==> src/rtl/serial_adder_4bit.sv <==
// Bit-serial adder: {Co,S} = A + B + Ci, one bit per clock, LSB first.
// A single full-adder slice and a carry flop are reused over WIDTH cycles.
// S/Co are only written on the final bit step, so they stay stable during RUN.
module serial_adder_4bit #(
    parameter int WIDTH = 4
) (
    input  logic             clk,
    input  logic             rst,
    input  logic             start,
    input  logic [WIDTH-1:0] A,
    input  logic [WIDTH-1:0] B,
    input  logic             Ci,
    output logic             busy,
    output logic             done,
    output logic [WIDTH-1:0] S,
    output logic             Co
);

    // Counter wide enough for 0..WIDTH-1; keep at least one bit for WIDTH=1.
    localparam int              CW   = (WIDTH > 1) ? $clog2(WIDTH) : 1;
    localparam logic [CW-1:0]   LAST = CW'(WIDTH - 1);

    typedef enum logic {
        IDLE = 1'b0,
        RUN  = 1'b1
    } state_t;

    state_t            state_q, state_d;
    logic [WIDTH-1:0]  a_q, a_d;
    logic [WIDTH-1:0]  b_q, b_d;
    logic [WIDTH-1:0]  sum_q, sum_d;
    logic              c_q, c_d;
    logic [CW-1:0]     cnt_q, cnt_d;
    logic [WIDTH-1:0]  s_q, s_d;
    logic              co_q, co_d;
    logic              done_q, done_d;

    logic              sum_bit;
    logic              carry_bit;
    logic [WIDTH-1:0]  sum_shift;

    // One full-adder slice on the operand LSBs, plus the sum register after this step.
    always_comb begin
        sum_bit   = a_q[0] ^ b_q[0] ^ c_q;
        carry_bit = (a_q[0] & b_q[0]) | (a_q[0] & c_q) | (b_q[0] & c_q);
        sum_shift = sum_q >> 1;
        sum_shift[WIDTH-1] = sum_bit;
    end

    // Next-state logic: load on start in IDLE, step one bit per cycle in RUN.
    always_comb begin
        state_d = state_q;
        a_d     = a_q;
        b_d     = b_q;
        sum_d   = sum_q;
        c_d     = c_q;
        cnt_d   = cnt_q;
        s_d     = s_q;
        co_d    = co_q;
        done_d  = 1'b0;
        case (state_q)
            IDLE: begin
                if (start) begin
                    a_d     = A;
                    b_d     = B;
                    c_d     = Ci;
                    sum_d   = '0;
                    cnt_d   = '0;
                    state_d = RUN;
                end
            end
            RUN: begin
                a_d   = a_q >> 1;
                b_d   = b_q >> 1;
                c_d   = carry_bit;
                sum_d = sum_shift;
                cnt_d = cnt_q + CW'(1);
                // Last bit: publish the full sum and final carry, pulse done.
                if (cnt_q == LAST) begin
                    s_d     = sum_shift;
                    co_d    = carry_bit;
                    done_d  = 1'b1;
                    state_d = IDLE;
                end
            end
            default: state_d = IDLE;
        endcase
    end

    // Register bank for FSM, datapath and registered outputs.
    always_ff @(posedge clk or posedge rst) begin
        if (rst) begin
            state_q <= IDLE;
            a_q     <= '0;
            b_q     <= '0;
            sum_q   <= '0;
            c_q     <= 1'b0;
            cnt_q   <= '0;
            s_q     <= '0;
            co_q    <= 1'b0;
            done_q  <= 1'b0;
        end else begin
            state_q <= state_d;
            a_q     <= a_d;
            b_q     <= b_d;
            sum_q   <= sum_d;
            c_q     <= c_d;
            cnt_q   <= cnt_d;
            s_q     <= s_d;
            co_q    <= co_d;
            done_q  <= done_d;
        end
    end

    assign busy = (state_q == RUN);
    assign done = done_q;
    assign S    = s_q;
    assign Co   = co_q;

endmodule

==> config.mk <==
export PLATFORM = sky130hd
export DESIGN_NAME = serial_adder_4bit
export DESIGN_NICKNAME = d
export VERILOG_FILES = /design/src/rtl/serial_adder_4bit.sv
export SDC_FILE = /design/constraint.sdc
export NUM_CORES = 1
export LEC_CHECK = 0
export CAP_MARGIN = 15
export CORE_MARGIN = 2
export CORE_UTILIZATION = 44
export CTS_CLUSTER_SIZE = 14
export DETAILED_ROUTE_END_ITERATION = 16
export PLACE_DENSITY = 0.72
export SYNTH_ARGS = -nofsm -noshare
export SYNTH_HDL_FRONTEND = slang
export SYNTH_SLANG_ARGS = --single-unit
==> constraint.sdc <==
create_clock -name clk -period 1.3 [get_ports clk]
set_input_delay 0.39 -clock clk [delete_from_list [all_inputs] [get_ports clk]]
set_output_delay 0.39 -clock clk [all_outputs]
set_load 0.02 [all_outputs]
==> impl_results.md <==
- Setup-failing EPs final: 0
- CTS Buf Count: 3
- TNS Setup: 0 ns
- GRT Total Usage: 13.9%
- Max-slew violations: 0
- Main combinational cell family by area after synthesis: multiplexers
- Internal power: 1.56 mW
- GPL Wtd Cong: 0.652
- Critical Path End Type: register
- Congestion Overflow GR: 0
- XOR/XNOR Fraction of Synth Area: 0%
- Outcome: complete, no violations
- Clock slew at reported path FFs: 0.11 ns
- Final worst-path cycle share: 99.5%
- Htree depth: 1
- Worst setup path class: register to register
- Vias in the first global route: 629
- Maximum VDD drop: 993 uV
- Design area: 1180 um2
- Sw Pwr: 788 uW
- Total number of vias: 595
- Sequential share of the synthesized area: 56.1%
- Slew @ Worst Pin: 0.256 ns
- Number of inserted diodes: 0
- Simple-gate portion of the synthesized area: 8.41%
- FF+latch count, synth: 21
- Routed wire length per instance: 10.9 um
- Min Clock Period, post-route: 1.29 ns
- Sequential share of power: 44.8%
- # DRC: 0
- Fmax: 773 MHz
- Syn Inst Count: 75
- CTS Root Cell: clkbuf_4
- Post-layout nets: 116
- PnR Total Power: 2.34 mW
- Fin. Hold Viols: 0
- Hpwl dp: 1.02 mm
- Hold WC Path Type: input port to asynchronous set/reset pin
- Compound-gate portion of the synthesized area: 6.28%
- # rows: 16
- R2R Setup Slk: 0.006 ns
- Final WL: 1.39 mm
- Drt pass-1 iters: 4
- Clk pwr share: 12.7%
- Logic gate share of total power: 42.5%
- Crit path required time: 1.48 ns
- I/O Buffers: 18
- TritonCTS Sinks: 21
- Clk_lat worst skew: 0.29 ns
- First-pass GRT wire length: 2.68 mm
- Worst Reg-to-Reg Cells: 2
- Util after Layout: 59.5%
- Top cell type's share of synthesized area: 56.1%
- Max clock buf depth: 2
- Slew margin rel.: 82.9%
- Synth top area cells: dfrtp_1 (56%), mux2i_1 (11%), mux2_4 (8.0%)
- Synth Cell Area: 937 um2
- Skew final: 0.00152 ns
- Sw Ratio: 33.6%
- Mapped Avg Cell Area: 12.5 um2
- IO Count: 19
- Initial antenna violation count: 0
- Register area: 526 um2
- Initial Util: 47.3%
- Netlist cell types: 18
- Share of cells above drive strength 1: 25.7%
- R2r endpoint: S[3]
- DIE HEIGHT: 50.2 um
- Maxcap violations: 0
- Start of the worst register-to-register path: a_q[0]
- Filler instances: 175
- Vias per inst: 4.65
- RSZ-0062 raised after global routing: yes
- CP Max Fanout: 2
- Post-synthesis mux area share: 19.9%
- CP startpoint kind: register
- Remaining antenna violation count: 0
- Most area-hungry cell type in the Yosys netlist: dfrtp_1
- DRT iter0 DRCs: 6
- Placed cell area: 1190 um2
- Adder-Cell Fraction of Synth Area: 3.47%
- Core region area: 1980 um2
- Pin count of the biggest net entering global routing: 28
- CTS tree: built
- Syn_nets: 89
- Leakage: 0.604 nW
- Die X: 50.2 um
- CP arrival: 1.48 ns
- Ys Warns: 0
- Area of the multi-input gates: 357 um2
- Die ar.: 2520 um2
- Power Dens Cells: 1990 nW/um2
- P&R area growth vs syn: 25.8%
-- cells by family after synthesis --
| kind of cell | after synthesis |
|---|---|
| AOI/OAI and AO/OA | 11 |
| adders and majority gates | 2 |
| buffers and inverters | 8 |
| DFF | 21 |
| muxes | 16 |
| and+or+nand+nor | 17 |
-- what timing repair did --
action                     CTS  global route
resized for setup           28             0
buffers inserted             0             0
setup endpoints to repair    7             1
hold buffers                 0             0
-- placed cells by master (no fill, tap or decap), types with 4 or more instances in the layout --
cell type	netlist	final
o21ai_0	6	6
buf_4	1	8
clkdlybuf4s50_1	0	11
buf_2	2	7
dfrtp_1	21	21
mux2i_1	10	10
nand2_1	10	10
o21ai_1	4	4
mux2_4	5	5
-- synthesized netlist by cell type --
library cell and instances:
a22o_1 1, buf_2 2, buf_4 1, buf_6 1
buf_8 1, dfrtp_1 21, fa_1 1, ha_1 1
inv_1 3, mux2_2 1, mux2_4 5, mux2i_1 10
nand2_1 10, nand2_4 1, nand2b_1 3, nor2_1 3
o21ai_0 6, o21ai_1 4
-- metal layers --
| layer | global-route usage, % | wire length (um) | share of wire [%] |
|---|---|---|---|
| met4 | 4.17 | 17 | 1.2 |
| met3 | 2.68 | 62 | 4.5 |
| met5 | 0 | 0 | 0 |
| met1 | 19.7 | 635 | 46 |
| met2 | 21.5 | 675 | 49 |
-- worst max-delay path by stage --
stage | startpoint | endpoint | slack [ns] | cells past startpoint
floorplan | a_q[0] | S[3] | 0.05 | 2
global placement | start | cnt_q[0] | -0.15 | 4
detailed placement | start | c_q | -0.18 | 4
CTS | a_q[0] | S[3] | 0.004 | 2
global route | a_q[0] | S[3] | -0.04 | 2
finish | a_q[0] | S[3] | 0.006 | 2
-- critical path, cell delays in order (launching register included) --
cell	delay (ns)
dfrtp_1	0.41
fa_1	0.50
mux2_4	0.28
-- power by group through the flow --
stage               sequential (mW)  combinational, mW  clock, mW
finish                         1.05              0.997      0.297
global route                   1.09               1.12      0.341
CTS                            1.06               1.01      0.315
detailed placement             1.07               1.09          0
global placement               1.06               1.06          0
floorplan                      1.15              0.607          0
-- stage by stage --
step,hold slack (ns),worst slack (ns),cells
after floorplan,0.367,0.0499,75
after global placement,0.468,-0.149,124
after detailed placement,0.473,-0.180,124
after CTS,0.403,0.00424,128
after global routing,0.431,-0.0426,128
final,0.401,0.00610,128
-- flip-flops by register name, indices dropped and copies added (netlist names) --
signal	count
done	1
sum_q	3
c_q	1
b_q	4
S	4
cnt_q	2
Co	1
busy	1
a_q	4
-- cell type report --
| type | count | area share, % |
|---|---|---|
| Sequential cell | 21 | 44.6 |
| Multi-Input combinational cell | 46 | 30.3 |
| Tap cell | 27 | 2.87 |
| Timing Repair Buffer | 27 | 19.1 |
| Inverter | 3 | 0.955 |
| Clock buffer | 4 | 2.23 |
(Power assumes the default switching activity.)
